==> src/rtl/fifo_sync_prog.sv <==
// Single-clock FIFO: any depth, programmable almost flags, standard or FWFT read, flush, sticky errors.
// Define FIFO_SYNC_PROG_PEAK_EN to add the peak_cnt/peak_clr occupancy tracker.
module fifo_sync_prog #(
    parameter int unsigned WIDTH = 8,
    parameter int unsigned DEPTH = 128,
    parameter int unsigned FWFT  = 0,
    localparam int unsigned CW   = $clog2(DEPTH) + 1
) (
    input  logic             clk,
    input  logic             rst_n,
    input  logic             flush,
    input  logic             wr_en,
    input  logic [WIDTH-1:0] wr_data,
    input  logic             rd_en,
    output logic [WIDTH-1:0] rd_data,
    output logic             rd_valid,
    input  logic [CW-1:0]    ae_thresh,
    input  logic [CW-1:0]    af_thresh,
    output logic             empty,
    output logic             almost_empty,
    output logic             full,
    output logic             almost_full,
    output logic [CW-1:0]    data_cnt,
    output logic             overflow,
    output logic             underflow
`ifdef FIFO_SYNC_PROG_PEAK_EN
    ,
    input  logic             peak_clr,
    output logic [CW-1:0]    peak_cnt
`endif
);

    localparam int unsigned   PW       = $clog2(DEPTH);
    localparam logic [CW-1:0] DepthCnt = CW'(DEPTH);
    localparam logic [PW-1:0] LastPtr  = PW'(DEPTH - 1);
    localparam bit            Fwft     = (FWFT != 0);

    logic [WIDTH-1:0] mem_q [DEPTH];

    logic [PW-1:0]    wr_ptr_q, wr_ptr_d;
    logic [PW-1:0]    rd_ptr_q, rd_ptr_d;
    logic [CW-1:0]    cnt_q, cnt_d;
    logic [WIDTH-1:0] rd_data_q, rd_data_d;
    logic             rd_valid_q, rd_valid_d;
    logic             ovf_q, ovf_d;
    logic             udf_q, udf_d;
    logic             wr_acc, rd_acc, load, arr_avail;

    function automatic logic [PW-1:0] ptr_inc(input logic [PW-1:0] p);
        return (p == LastPtr) ? '0 : p + PW'(1);
    endfunction

    always_comb begin
        empty      = Fwft ? !rd_valid_q : (cnt_q == '0);
        full       = (cnt_q == DepthCnt);
        // In FWFT mode the count includes the output stage; the array has data beyond it.
        arr_avail  = Fwft ? (cnt_q > CW'(rd_valid_q)) : 1'b0;
        wr_acc     = wr_en && !full;
        rd_acc     = rd_en && !empty;
        load       = Fwft ? (arr_avail && (!rd_valid_q || rd_acc)) : rd_acc;

        wr_ptr_d   = wr_ptr_q;
        rd_ptr_d   = rd_ptr_q;
        cnt_d      = cnt_q;
        rd_data_d  = rd_data_q;
        rd_valid_d = rd_valid_q;
        ovf_d      = ovf_q;
        udf_d      = udf_q;

        if (flush) begin
            wr_ptr_d   = '0;
            rd_ptr_d   = '0;
            cnt_d      = '0;
            rd_data_d  = '0;
            rd_valid_d = 1'b0;
        end else begin
            if (wr_acc) begin
                wr_ptr_d = ptr_inc(wr_ptr_q);
            end
            if (load) begin
                rd_ptr_d  = ptr_inc(rd_ptr_q);
                rd_data_d = mem_q[rd_ptr_q];
            end
            rd_valid_d = Fwft ? (load || (rd_valid_q && !rd_acc)) : rd_acc;
            if (wr_acc && !rd_acc) begin
                cnt_d = cnt_q + CW'(1);
            end else if (rd_acc && !wr_acc) begin
                cnt_d = cnt_q - CW'(1);
            end
            if (wr_en && full) begin
                ovf_d = 1'b1;
            end
            if (rd_en && empty) begin
                udf_d = 1'b1;
            end
        end
    end

    always_ff @(posedge clk) begin
        if (!rst_n) begin
            wr_ptr_q   <= '0;
            rd_ptr_q   <= '0;
            cnt_q      <= '0;
            rd_data_q  <= '0;
            rd_valid_q <= 1'b0;
            ovf_q      <= 1'b0;
            udf_q      <= 1'b0;
        end else begin
            wr_ptr_q   <= wr_ptr_d;
            rd_ptr_q   <= rd_ptr_d;
            cnt_q      <= cnt_d;
            rd_data_q  <= rd_data_d;
            rd_valid_q <= rd_valid_d;
            ovf_q      <= ovf_d;
            udf_q      <= udf_d;
        end
    end

    always_ff @(posedge clk) begin
        if (rst_n && !flush && wr_acc) begin
            mem_q[wr_ptr_q] <= wr_data;
        end
    end

    assign rd_data      = rd_data_q;
    assign rd_valid     = rd_valid_q;
    assign data_cnt     = cnt_q;
    assign almost_empty = (cnt_q <= ae_thresh);
    assign almost_full  = (cnt_q >= af_thresh);
    assign overflow     = ovf_q;
    assign underflow    = udf_q;

`ifdef FIFO_SYNC_PROG_PEAK_EN
    logic [CW-1:0] peak_q, peak_d;

    // Tracks the registered count, so the peak lags a count change by one cycle.
    always_comb begin
        peak_d = peak_q;
        if (peak_clr) begin
            peak_d = cnt_q;
        end else if (cnt_q > peak_q) begin
            peak_d = cnt_q;
        end
    end

    always_ff @(posedge clk) begin
        if (!rst_n) begin
            peak_q <= '0;
        end else begin
            peak_q <= peak_d;
        end
    end

    assign peak_cnt = peak_q;
`endif

endmodule
==> config.mk <==
export PLATFORM = sky130hd
export DESIGN_NAME = fifo_sync_prog
export DESIGN_NICKNAME = d
export VERILOG_FILES = /design/src/rtl/fifo_sync_prog.sv
export SDC_FILE = /design/constraint.sdc
export NUM_CORES = 1
export LEC_CHECK = 0
export CORE_MARGIN = 2
export CORE_UTILIZATION = 50
export DETAILED_ROUTE_END_ITERATION = 7
export HOLD_SLACK_MARGIN = 0.1
export PLACE_DENSITY_LB_ADDON = 0.12
export SLEW_MARGIN = 10
export SYNTH_ARGS = -nofsm -noshare
export SYNTH_HDL_FRONTEND = slang
export SYNTH_SLANG_ARGS = --single-unit
==> constraint.sdc <==
create_clock -name clk -period 7 [get_ports clk]
set_input_delay 0.7 -clock clk [delete_from_list [all_inputs] [get_ports clk]]
set_output_delay 0.7 -clock clk [all_outputs]
set_load 0.03 [all_outputs]
==> results.tsv, run 1 <==
stage	metric	value	unit
detailed_routing	wl_met2	45510	um
cts	clk_latency	670	ps
critical_path	cpPeakStageDelay	570	ps
detailed_routing	wl_met3	6543	um
logic_synthesis	yosys-top-cells-count	edfxtp_1 (1024), mux4_2 (289), nor2_1 (162)	
logic_synthesis	synth.top_cell.area_share	73.69	%
detailed_routing	drt_pass1_iterations	5	
logic_synthesis	netlist_instances	2014	
floorplanning	start_util	50.66	%
floorplanning	die-area	85780	um2
critical_path	critPathBufInv	2	
timing	rsz0062_at_grt	false	
logic_synthesis	syn_area	41730	um2
logic_synthesis	ys_ff_latch	1057	
logic_synthesis	synth_warnings	0	
detailed_routing	wirelength	96070	um
critical_path	critPathMaxFanout	24	
timing	fin_setup_tns	0	ps
critical_path	worstPathRequired	7590	ps
timing	whs	464.3	ps
critical_path	cp-start-kind	flop	
cts	cts_setup_buffers	0	
detailed_routing	routedWlPerCell	29.63	um
cts	cts-root-buf	clkbuf_16	
floorplanning	dieHeight	292.9	um
layout	layout-drive-gt1-share	23.53	%
detailed_routing	highest_layer	met4	
power_and_ir_drop	power.internal	0.01119	W
timing	hold_viol	0	
grt	grt_overflow	0	
logic_synthesis	syn-num-nets	2070	
timing	tightestPinTransition	1051	ps
logic_synthesis	netlist_top_cells_area	edfxtp_1 (74%), mux4_2 (16%), dfxtp_1 (1.6%), nor2_1 (1.5%), ha_1 (0.78%)	
logic_synthesis	synth_cell_types	50	
logic_synthesis	synth_top_area_cell	edfxtp_1	
detailed_routing	route.detailed.drc	0	
logic_synthesis	yosysSeqAreaShare	75.27	%
power_and_ir_drop	p_sw_share	24.43	%
cts	cts_repair_resize_count	0	
cts	cts_buffers	104	
grt	grt_pass1_wl	141100	um
timing	slew_violations	0	
detailed_routing	ant_nets	0	
layout	multi_input_area	9702	um2
cts	cts_num_sinks	1057	
timing	max_freq	0.2195	GHz
detailed_routing	met1_length	42350	um
power_and_ir_drop	power_switching	0.003617	W
critical_path	worstSetupEndpointType	flop	
floorplanning	core-area	82370	um2
grt	grt_max_degree	93	
place	gp_congestion	0.8338	
grt	grt_pass1_vias	20305	
logic_synthesis	synthFlopType	edfxtp_1	
critical_path	crit_chain	or4_1 -> or3_1 -> and2_1 -> inv_2 -> ha_1 -> inv_1 -> ha_1 -> nor2b_1 -> o21ai_0 -> a21boi_0 -> o21a_1 -> o21ai_0 -> or3b_2 -> a21oi_1	
cts	cts_buffer_depth	3	
power_and_ir_drop	p_leak	14.11	nW
power_and_ir_drop	seqPwrFrac	47.9	%
critical_path	arrival	5150	ps
cts	cts_tree	done	
logic_synthesis	synth-edff-count	1024	
job	max-cap-violations	0	
layout	fillers	6047	
layout	nets	2144	
detailed_routing	vias	20040	
floorplanning	ioPinCount	52	
grt	grt_usage	22.77	%
timing	finalSetupViolCount	0	
place	portBuffers	51	
detailed_routing	drt_iter0_markers	2181	
timing	relSlewSlack	29.83	%
layout	syn_to_final_growth	11.81	%
run_status	status	finished, final reports clean	
critical_path	critPathKind	flop to flop	
place	dp_hpwl	56870	um
power_and_ir_drop	comb_power_share	14.7	%
timing	fin_crit	4557	ps
timing	fin_skew	17.09	ps
cts	path_clk_slew	60	ps
logic_synthesis	syn_avg_cell_area	20.72	um2
power_and_ir_drop	clkPwrFrac	37.4	%
power_and_ir_drop	vdd_ir_drop_max	0.2023	mV
layout	final_util	56.64	%
floorplanning	die_w	292.9	um
critical_path	cp_top_family	simple AND/OR/NAND/NOR gates	
grt	antenna_found_initial	2	
detailed_routing	avgViaCountPerCell	6.181	
layout	diodes	0	
logic_synthesis	yosysMostFrequentCell	edfxtp_1	
worst_hold_path	hold_class	flop to flop	
power_and_ir_drop	p_per_area	317.3	nW/um2
timing	finalCritPeriodShare	65.10	%
logic_synthesis	async_flop_share	0	%
critical_path	slowest_stage	or4_1	
cts	hold_buffers	0	
floorplanning	rows	105	
cts	h-tree-depth	3	
layout	seqCellArea	31420	um2
==> power groups by stage <==
| stage | Sequential, W | Combinational [W] | Clock [W] |
|---|---|---|---|
| 6_report | 0.00709 | 0.00218 | 0.00554 |
| 2_1_floorplan | 0.00724 | 0.00153 | 0 |
| 4_1_cts | 0.00709 | 0.00221 | 0.00563 |
| 3_3_place_gp | 0.00722 | 0.00219 | 0 |
| 3_5_place_dp | 0.00722 | 0.00220 | 0 |
| 5_1_grt | 0.00710 | 0.00235 | 0.00587 |
==> cell families after synthesis <==
family	after synthesis	synth area share, %
AO/OA/AOI/OAI	131	2.153
XOR/XNOR	12	0.2519
adder cells (fa/ha/maj)	27	0.8276
buffers and inverters	134	1.535
flip-flops	1057	75.27
multiplexers	323	16.46
AND/OR/NAND/NOR	330	3.502
==> cell usage in the layout (no fill, tap or decap), types with 11 or more instances in the layout <==
cell / count
a211oi_1: 13
a21oi_1: 28
buf_4: 28
bufinv_16: 11
clkbuf_1: 23
clkbuf_16: 106
clkdlybuf4s50_1: 43
clkinv_1: 18
clkinv_2: 23
dfxtp_1: 28
edfxtp_1: 1024
ha_1: 26
inv_1: 24
mux2_2: 14
mux2i_1: 20
mux4_2: 289
nand2_1: 60
nand3_1: 17
nor2_1: 162
nor2b_1: 34
nor3_1: 12
nor4_1: 11
o21ai_0: 31
o22ai_1: 17
==> path summary, 6_finish.rpt <==
| check | start | slack, ps | endpoint | cells past startpoint |
|---|---|---|---|---|
| max | data_cnt[3]$_SDFFE_PP0P_ | 2440 | data_cnt[6]$_SDFFE_PP0P_ | 14 |
| min | underflow$_SDFFE_PN0P_ | 460 | underflow$_SDFFE_PN0P_ | 1 |
| max reg2reg | data_cnt[3]$_SDFFE_PP0P_ | 2440 | data_cnt[6]$_SDFFE_PP0P_ | 14 |
| min reg2reg | underflow$_SDFFE_PN0P_ | 460 | underflow$_SDFFE_PN0P_ | 1 |
==> cell type report <==
type                            count  area share, %
Sequential cell                  1057          67.35
Multi-Input combinational cell    823          20.80
Clock buffer                      131          5.930
Tap cell                         1070          2.870
Timing Repair Buffer               75          1.545
Clock inverter                     59          1.290
Inverter                           27         0.2199
==> registers in the layout, summed over array words and instances, names as in the netlist <==
signal	cells
mem_q	1024
data_cnt	8
rd_data	8
rd_ptr_q	7
wr_ptr_q	7
overflow	1
rd_valid	1
underflow	1
==> stage by stage <==
step / worst slack, ps / total power, W / instance area (um2) / cells
4_1_cts: 2515 / 0.01492 / 46650 / 3242
5_1_grt: 2180 / 0.01531 / 46650 / 3242
2_1_floorplan: 3058 / 0.008764 / 41730 / 2014
6_report: 2443 / 0.01480 / 46650 / 3242
3_3_place_gp: 2585 / 0.009404 / 43290 / 3052
3_5_place_dp: 2532 / 0.009421 / 43290 / 3052
==> routing by layer <==
metal	global-route usage, %	vias to the layer above
met2	35.47	722
met4	4.978	0
li1	-	8467
met5	0	-
met1	34.25	10735
met3	3.870	116
(Power assumes the default switching activity.)
==> run 2, diff against run 1 <==
==> constraint.sdc (replaced) <==
create_clock -name clk -period 4.1 [get_ports clk]
set_input_delay 0.41 -clock clk [delete_from_list [all_inputs] [get_ports clk]]
set_output_delay 0.41 -clock clk [all_outputs]
set_load 0.03 [all_outputs]
==> run 2 against run 1 <==
Clock power is 69% higher. Combinational power is 83% higher. Critical path depth stayed put. First-iteration DRC count is 15% lower. Via count is 0.86% higher. Global-route usage is 0.17 points lower. Sequential share of layout area is 0.73 points lower. Critical path type unchanged. Largest cell class unchanged. Highest routed layer unchanged.
==> results.tsv, run 2 (synthesized netlist as in run 1, its figures left out) <==
stage	metric	value	unit	change
grt	grt_overflow	0		unchanged
cts	cts_setup_buffers	0		unchanged
critical_path	arrival	4260	ps	-890 ps
floorplanning	ioPinCount	52		unchanged
grt	antenna_found_initial	0		-2
cts	hold_buffers	0		unchanged
detailed_routing	ant_nets	0		unchanged
detailed_routing	vias	20212		+0.86%
layout	layout-drive-gt1-share	24.72	%	+1.2 points
timing	slew_violations	0		unchanged
layout	diodes	0		unchanged
place	dp_cells	3110		+1.9%
floorplanning	start_util	50.66	%	unchanged
timing	fin_crit	3675	ps	-881.7 ps
layout	multi_input_area	9677	um2	-0.26%
power_and_ir_drop	vdd_ir_drop_max	0.4070	mV	+100%
power_and_ir_drop	p_per_area	538.0	nW/um2	+70%
cts	cts_buffers	108		+3.8%
floorplanning	die_w	292.9	um	unchanged
detailed_routing	route.detailed.drc	0		unchanged
timing	tightestPinTransition	1211	ps	+159.3 ps
cts	cts_tree	done		
grt	grt_pass1_wl	141000	um	about the same
critical_path	critPathMaxFanout	8		-67%
cts	h-tree-depth	3		unchanged
floorplanning	rows	105		unchanged
grt	grt_usage	22.60	%	-0.17 points
place	dp_slack	433.6	ps	-2098 ps
timing	max_freq	0.2721	GHz	+24%
timing	finalCritPeriodShare	89.64	%	+25 points
cts	cts_repair_resize_count	0		unchanged
place	dp_hpwl	58380	um	+2.7%
cts	path_clk_slew	60	ps	about the same
power_and_ir_drop	p_leak	14.41	nW	+2.2%
cts	cts_buffer_depth	3		unchanged
detailed_routing	drt_pass1_iterations	5		unchanged
timing	hold_viol	0		unchanged
grt	grt_max_degree	98		+5.4%
timing	setup_ws	424.9	ps	-2018 ps
layout	final_cells	3307		+2.0%
floorplanning	die-area	85780	um2	unchanged
detailed_routing	drt_iter0_markers	1856		-15%
layout	layout_common_cells	edfxtp_1 (1024), mux4_2 (289), nor2_1 (162)		
layout	top_register	mem_q		
critical_path	cp-start-kind	flop		
critical_path	critPathKind	flop to flop		
place	portBuffers	51		unchanged
critical_path	worstSetupEndpointType	flop		
timing	finalSetupViolCount	0		unchanged
floorplanning	core-area	82370	um2	unchanged
layout	syn_to_final_growth	13.03	%	
timing	fin_setup_tns	0	ps	unchanged
critical_path	worstPathRequired	4680	ps	-2910 ps
detailed_routing	wirelength	94490	um	-1.6%
worst_hold_path	hold_class	input port to flop		
power_and_ir_drop	p_total	0.02537	W	+71%
detailed_routing	avgViaCountPerCell	6.112		-1.1%
cts	cts-root-buf	clkbuf_16		
cts	cts_num_sinks	1057		unchanged
timing	fin_skew	22.42	ps	+5.328 ps
detailed_routing	routedWlPerCell	28.57	um	-3.6%
grt	grt_pass1_vias	20637		+1.6%
timing	relSlewSlack	19.29	%	-11 points
layout	nets	2206		+2.9%
layout	seqCellArea	31420	um2	unchanged
layout	largest_reg_flops	1024		unchanged
timing	rsz0062_at_grt	false		
cts	clk_latency	660	ps	about the same
job	max-cap-violations	0		unchanged
floorplanning	dieHeight	292.9	um	unchanged
layout	final_common_cell	edfxtp_1		
run_status	status	finished, final reports clean		
layout	fillers	5977		-1.2%
place	gp_congestion	0.8510		+2.1%
-- run 2: area by class of cell --
| cell class | count | area share, % |
|---|---|---|
| Clock inverter | 57 | 1.066 |
| Sequential cell | 1057 | 66.62 |
| Timing Repair Buffer | 133 | 2.663 |
| Tap cell | 1070 | 2.839 |
| Inverter | 27 | 0.2175 |
| Multi-Input combinational cell | 823 | 20.52 |
| Clock buffer | 140 | 6.075 |
-- run 2: final timing paths --
| kind | start | to | slack (ps) | cells past startpoint |
|---|---|---|---|---|
| worst min register to register | overflow$_SDFFE_PN0P_ | overflow$_SDFFE_PN0P_ | 470 | 1 |
| worst max-delay path | data_cnt[3]$_SDFFE_PP0P_ | data_cnt[6]$_SDFFE_PP0P_ | 420 | 14 |
| worst min-delay path | wr_data[5] | mem_q[105][5]$_DFFE_PP_ | 290 | 1 |
| worst max register to register | data_cnt[3]$_SDFFE_PP0P_ | data_cnt[6]$_SDFFE_PP0P_ | 420 | 14 |
-- run 2: where the power goes --
group | internal, W | switching [W] | leakage (nW)
clock | 0.00541 | 0.00394 | 1.64
sequential | 0.0119 | 0.000109 | 9.47
combinational | 0.00186 | 0.00213 | 3.30
-- run 2: per-layer routing --
layer	GRT usage [%]	wire length, um
met2	34.18	43710
met3	3.430	6329
met4	6.154	2003
met1	34.73	42450
met5	0	0
-- run 2: stage by stage --
stage	instance area (um2)	util (%)	hold WS, ps
after floorplan	41730	-	489.2
after global placement	43800	53.17	452.8
after detailed placement	43800	53.17	462.2
after CTS	47160	57.26	245.8
after global routing	47160	57.26	281.4
final	47160	57.26	289.2
-- run 2: worst max-delay path: stages (launching register included) --
cell,delay [ps]
dfxtp_1,310
or4_1,540
or3_1,400
and2_1,200
inv_2,60
ha_1,190
inv_1,170
ha_1,330
nor2b_1,140
o21ai_0,190
a21boi_0,150
o21a_1,200
o21ai_0,120
or3b_2,460
a21oi_1,150
